**config.mk**
```make
export PLATFORM = sky130hd
export DESIGN_NAME = ascii_num_entry
export DESIGN_NICKNAME = d
export VERILOG_FILES = /design/src/rtl/ascii_num_entry.sv
export SDC_FILE = /design/constraint.sdc
export NUM_CORES = 1
export LEC_CHECK = 0
export ABC_AREA = 1
export BUFFER_PORTS_ARGS = -buffer_cell sky130_fd_sc_hd__buf_2
export CAP_MARGIN = 20
export CORE_ASPECT_RATIO = 1.1
export CORE_MARGIN = 1
export CORE_UTILIZATION = 63
export CTS_BUF_LIST = sky130_fd_sc_hd__clkbuf_2
export DETAILED_ROUTE_END_ITERATION = 7
export GPL_ROUTABILITY_DRIVEN = 0
export GPL_TIMING_DRIVEN = 0
export PLACE_DENSITY = 0.88
export SYNTH_ARGS = -nofsm -noshare
export SYNTH_HDL_FRONTEND = slang
export SYNTH_SLANG_ARGS = --single-unit
export TNS_END_PERCENT = 30
```
**constraint.sdc**
```tcl
create_clock -name clk -period 4.9 [get_ports clk]
set_input_delay 0.49 -clock clk [delete_from_list [all_inputs] [get_ports clk]]
set_output_delay 0.49 -clock clk [all_outputs]
set_load 0.05 [all_outputs]
```
**src/rtl/ascii_num_entry.sv**
```systemverilog
// Builds a decimal operand from ASCII digit strobes and emits it on Enter.
// Entries that are too long or larger than MAX_VAL produce an error pulse instead of a value.
module ascii_num_entry #(
  parameter int MAX_DIGITS = 2,
  parameter int W          = 7,
  parameter int MAX_VAL    = 24
) (
  input  logic                                clk,
  input  logic                                reset,
  input  logic [7:0]                          ascii_code,
  input  logic                                ascii_valid,
  input  logic                                clr,
  output logic [W-1:0]                        value,
  output logic                                done,
  output logic                                err,
  output logic [$clog2(MAX_DIGITS+1)-1:0]     digit_cnt,
  output logic                                busy
);

  localparam int CW = $clog2(MAX_DIGITS+1);

  typedef enum logic [1:0] {S_IDLE, S_ACC, S_OVF} state_t;

  state_t        state_q, state_d;
  logic [W-1:0]  acc_q, acc_d;
  logic [W-1:0]  value_q, value_d;
  logic [CW-1:0] cnt_q, cnt_d;
  logic          done_q, done_d;
  logic          err_q, err_d;
  logic          busy_q, busy_d;

  logic          is_digit;
  logic          is_enter;
  logic [3:0]    digit;

  assign is_digit = (ascii_code >= 8'h30) && (ascii_code <= 8'h39);
  assign is_enter = (ascii_code == 8'h0D);
  // Low nibble of 0x30..0x39 is the digit itself.
  assign digit    = ascii_code[3:0];

  always_comb begin
    state_d = state_q;
    acc_d   = acc_q;
    cnt_d   = cnt_q;
    value_d = value_q;
    done_d  = 1'b0;
    err_d   = 1'b0;

    if (clr) begin
      state_d = S_IDLE;
      acc_d   = '0;
      cnt_d   = '0;
    end else if (ascii_valid && is_digit) begin
      case (state_q)
        S_IDLE: begin
          acc_d   = W'(digit);
          cnt_d   = CW'(1);
          state_d = S_ACC;
        end
        S_ACC: begin
          if (cnt_q < CW'(MAX_DIGITS)) begin
            acc_d = acc_q * W'(10) + W'(digit);
            cnt_d = cnt_q + CW'(1);
          end else begin
            state_d = S_OVF;
          end
        end
        default: state_d = S_OVF;
      endcase
    end else if (ascii_valid && is_enter) begin
      case (state_q)
        S_ACC: begin
          if (acc_q <= W'(MAX_VAL)) begin
            value_d = acc_q;
            done_d  = 1'b1;
          end else begin
            err_d = 1'b1;
          end
          acc_d   = '0;
          cnt_d   = '0;
          state_d = S_IDLE;
        end
        S_OVF: begin
          err_d   = 1'b1;
          acc_d   = '0;
          cnt_d   = '0;
          state_d = S_IDLE;
        end
        default: ;
      endcase
    end

    busy_d = (state_d != S_IDLE);
  end

  always_ff @(posedge clk or posedge reset) begin
    if (reset) begin
      state_q <= S_IDLE;
      acc_q   <= '0;
      cnt_q   <= '0;
      value_q <= '0;
      done_q  <= 1'b0;
      err_q   <= 1'b0;
      busy_q  <= 1'b0;
    end else begin
      state_q <= state_d;
      acc_q   <= acc_d;
      cnt_q   <= cnt_d;
      value_q <= value_d;
      done_q  <= done_d;
      err_q   <= err_d;
      busy_q  <= busy_d;
    end
  end

  assign value     = value_q;
  assign done      = done_q;
  assign err       = err_q;
  assign digit_cnt = cnt_q;
  assign busy      = busy_q;

endmodule

```
==> out/qor.yml <==
sta:
  tns_ns: 0
  fmaxAchievable_mhz: 450
  drv_slew: 0
  worst-slew-pin-transition_ns: 0.763
  post-route-period-util: 0.454
  hold_viol: 0
  clock_skew_ns: 0.0105
  fin_crit_ns: 2.22
  relSlewSlack: 0.491
  rsz0062_at_grt: "false"
  setup_viol: 0
logic_synthesis:
  yosysTopAreaCellShare: 0.356
  synth_cells: 186
  synthFlopType: "dfrtp_1"
  synth_area_leader_cell: "dfrtp_1"
  synth.most_common_cell: "nand2_1"
  synthAdderAreaFrac: 0.120
  synthArstFlopShare: 1.00
  synth_xor_area_frac: 0.0237
  ys_top_cells_by_count: "57 x nand2_1, 26 x inv_1, 21 x dfrtp_1, 21 x nand3_1, 14 x nor2_1"
  synth-compound-area-share: 0.0330
  synthMuxAreaShare: 0.00677
  syn_area_per_cell_um2: 7.94
  synth_nets: 211
  yosys_warnings: 0
  synth_top_family_by_area: "simple AND/OR/NAND/NOR gates"
  yosys-top-cells-area: "dfrtp_1 36%, nand2_1 14%, ha_1 9.3%, nand3_1 7.1%, inv_1 6.6%"
  synth-seq-cells: 21
  synth.distinct_cells: 25
  syn_area_um2: 1480
  synth_edf_count: 0
  yosysSeqAreaShare: 0.356
  synth_simple_gate_area_share: 0.386
cts:
  hold_buffers: 0
  htree_levels: 1
  clock-sinks: 21
  clk_latency_ns: 0.30
  cts_resized: 0
  cts-root-buf: "clkbuf_2"
  cts_setup_buffers: 0
  clk_pin_slew_worst_paths_ns: 0.19
  cts_buffers: 3
  cts_tree: "built"
  clockBufferDepth: 2
job:
  maxCapViolations: 0
detailed_routing:
  wl_per_cell_um: 11.8
  drc: 0
  num_vias: 1269
  drt-total-wl_mm: 2.87
  drt_iter0_drc: 20
  viasPerCell: 5.22
  detail-route-antenna-nets: 0
  dr.pass1.iters: 4
floorplanning:
  die_h_um: 52.8
  num_rows: 18
  coreArea_um2: 2230
  pin_count: 24
  initial_core_util: 0.663
  die_w_um: 48.2
  die-area_um2: 2540
place:
  dp.cells: 239
  numPortBuffers: 23
  hpwlAfterDp_mm: 2.33
grt:
  grt_pass1_vias: 1187
  grt-ovfl-total: 0
  grt_max_degree: 22
  antenna_found_initial: 0
  grt_usage: 0.254
  grt_pass1_wl_mm: 4.64
critical_path:
  cpPeakStageDelay_ns: 0.51
  cp-start-kind: "flop"
  worstPathArrival_ns: 2.45
  crit_slowest_cell: "dfrtp_1"
  cp_common_cell: "nand2_1"
  worstSetupPathType: "reg -> reg"
  path_max_fanout: 6
  cp_cell_sequence: "ha_1 > ha_1 > inv_1 > fa_1 > nor2_1 > nand4_1 > nand2_1 > inv_1 > nand2_1 > nand2_1 > nand2_1 > nand2_1"
  reg2reg_setup_slack_ns: 2.68
  end_kind: "flop"
  cp_data_required_time_ns: 5.13
pwr:
  powerDensity_nw_per_um2: 167
  max-vdd-ir-drop_v: 0.000177
  switching_share: 0.254
  power.switching_uw: 70.2
  pwr-share-comb: 0.114
  seqPwrFrac: 0.633
  p_int_uw: 206
  leakage_uw: 0.000983
  power_frac_clock: 0.252
layout:
  antennaDiodeCount: 0
  areaGrowthSynthToFinish_pct: 11.7
  instances_no_fill: 243
  final_nets: 239
  final_layout_size_suffix_gt1_frac: 0.211
run_status:
  status: "finished clean"
hold_path:
  hold_path_class: "in -> async"
[power groups by stage]
stage | Sequential, uW | Clock [uW] | Combinational, uW
4_1_cts | 175 | 72.0 | 31.9
5_1_grt | 175 | 78.1 | 34.8
2_1_floorplan | 179 | 0 | 19.2
6_report | 175 | 69.6 | 31.6
3_5_place_dp | 178 | 0 | 31.8
3_3_place_gp | 178 | 0 | 30.2
[layout make-up]
cell class                      count  area (um2)
Sequential cell                    21         526
Buffer                              1        5.00
Clock buffer                        4        20.0
Tap cell                           30        37.5
Fill cell                         180         579
Multi-Input combinational cell    136         842
Inverter                           28         105
Timing Repair Buffer               23         115
[path summary, 6_finish.rpt]
path | startpoint | to | cells after the start
setup / recovery | acc_q[1]$_DFFE_PP0P_ | acc_q[6]$_DFFE_PP0P_ | 12
hold / removal | reset | acc_q[1]$_DFFE_PP0P_ | 2
setup reg to reg | acc_q[1]$_DFFE_PP0P_ | acc_q[6]$_DFFE_PP0P_ | 12
hold reg to reg | value[1]$_DFFE_PP0P_ | value[1]$_DFFE_PP0P_ | 2
max in group asynchronous | reset | digit_cnt[0]$_DFFE_PP0P_ | 2
min in group clk | ascii_code[0] | acc_q[0]$_DFFE_PP0P_ | 3
[cells by family (layout without fill, tap and decap cells)]
| group | Yosys count | count (layout) |
|---|---|---|
| multiplexers | 1 | 1 |
| AND/OR/NAND/NOR | 111 | 111 |
| XOR/XNOR | 4 | 4 |
| flip-flops | 21 | 21 |
| adder cells (fa/ha/maj) | 13 | 13 |
| AO/OA/AOI/OAI | 7 | 7 |
| buffers and inverters | 29 | 56 |
[metrics by stage]
step / cell area [um2] / utilization / power [uW] / hold slack [ns] / setup slack (ns)
2_1_floorplan: 1480 / - / 198 / 0.443 / 2.91
3_3_place_gp: 1630 / 0.731 / 208 / 0.449 / 2.76
3_5_place_dp: 1630 / 0.731 / 210 / 0.454 / 2.72
4_1_cts: 1650 / 0.740 / 279 / 0.298 / 2.69
5_1_grt: 1650 / 0.740 / 288 / 0.321 / 2.49
6_report: 1650 / 0.740 / 276 / 0.280 / 2.68
[critical path: cells and delay by family (launching register included)]
family / cells / cell delay (ns)
simple gates: 7 / 0.54
fa+ha+maj: 3 / 0.98
flops: 1 / 0.51
buf+inv: 2 / 0.11
[registers in the layout, summed over array words and instances (netlist names)]
register / flops
value: 7
err: 1
acc_q: 7
digit_cnt: 2
done: 1
state_q: 2
busy: 1
[placed cells by master, fill, tap and decap left out]
| master | count |
|---|---|
| a21oi_1 | 2 |
| buf_2 | 24 |
| clkbuf_2 | 4 |
| dfrtp_1 | 21 |
| fa_1 | 2 |
| ha_1 | 11 |
| inv_1 | 26 |
| inv_2 | 2 |
| mux2i_1 | 1 |
| nand2_1 | 57 |
| nand2_2 | 2 |
| nand2_4 | 2 |
| nand3_1 | 21 |
| nand3_2 | 3 |
| nand4_1 | 5 |
| nand4_4 | 1 |
| nor2_1 | 14 |
| nor2_4 | 2 |
| nor2_8 | 2 |
| nor3b_2 | 1 |
| o211ai_1 | 1 |
| o21ai_0 | 3 |
| o21ai_4 | 1 |
| or2_2 | 1 |
| xnor2_1 | 2 |
| xor2_1 | 2 |
[metal layers]
| metal | routed length (um) | vias to the layer above | GRT usage |
|---|---|---|---|
| met5 | 0 | - | 0 |
| met4 | 29 | 0 | 0.0648 |
| met3 | 68 | 8 | 0.0310 |
| met2 | 1590 | 29 | 0.487 |
| met1 | 1180 | 588 | 0.275 |
| li1 | - | 644 | - |
Note: power is estimated with default switching activity, not from simulation.
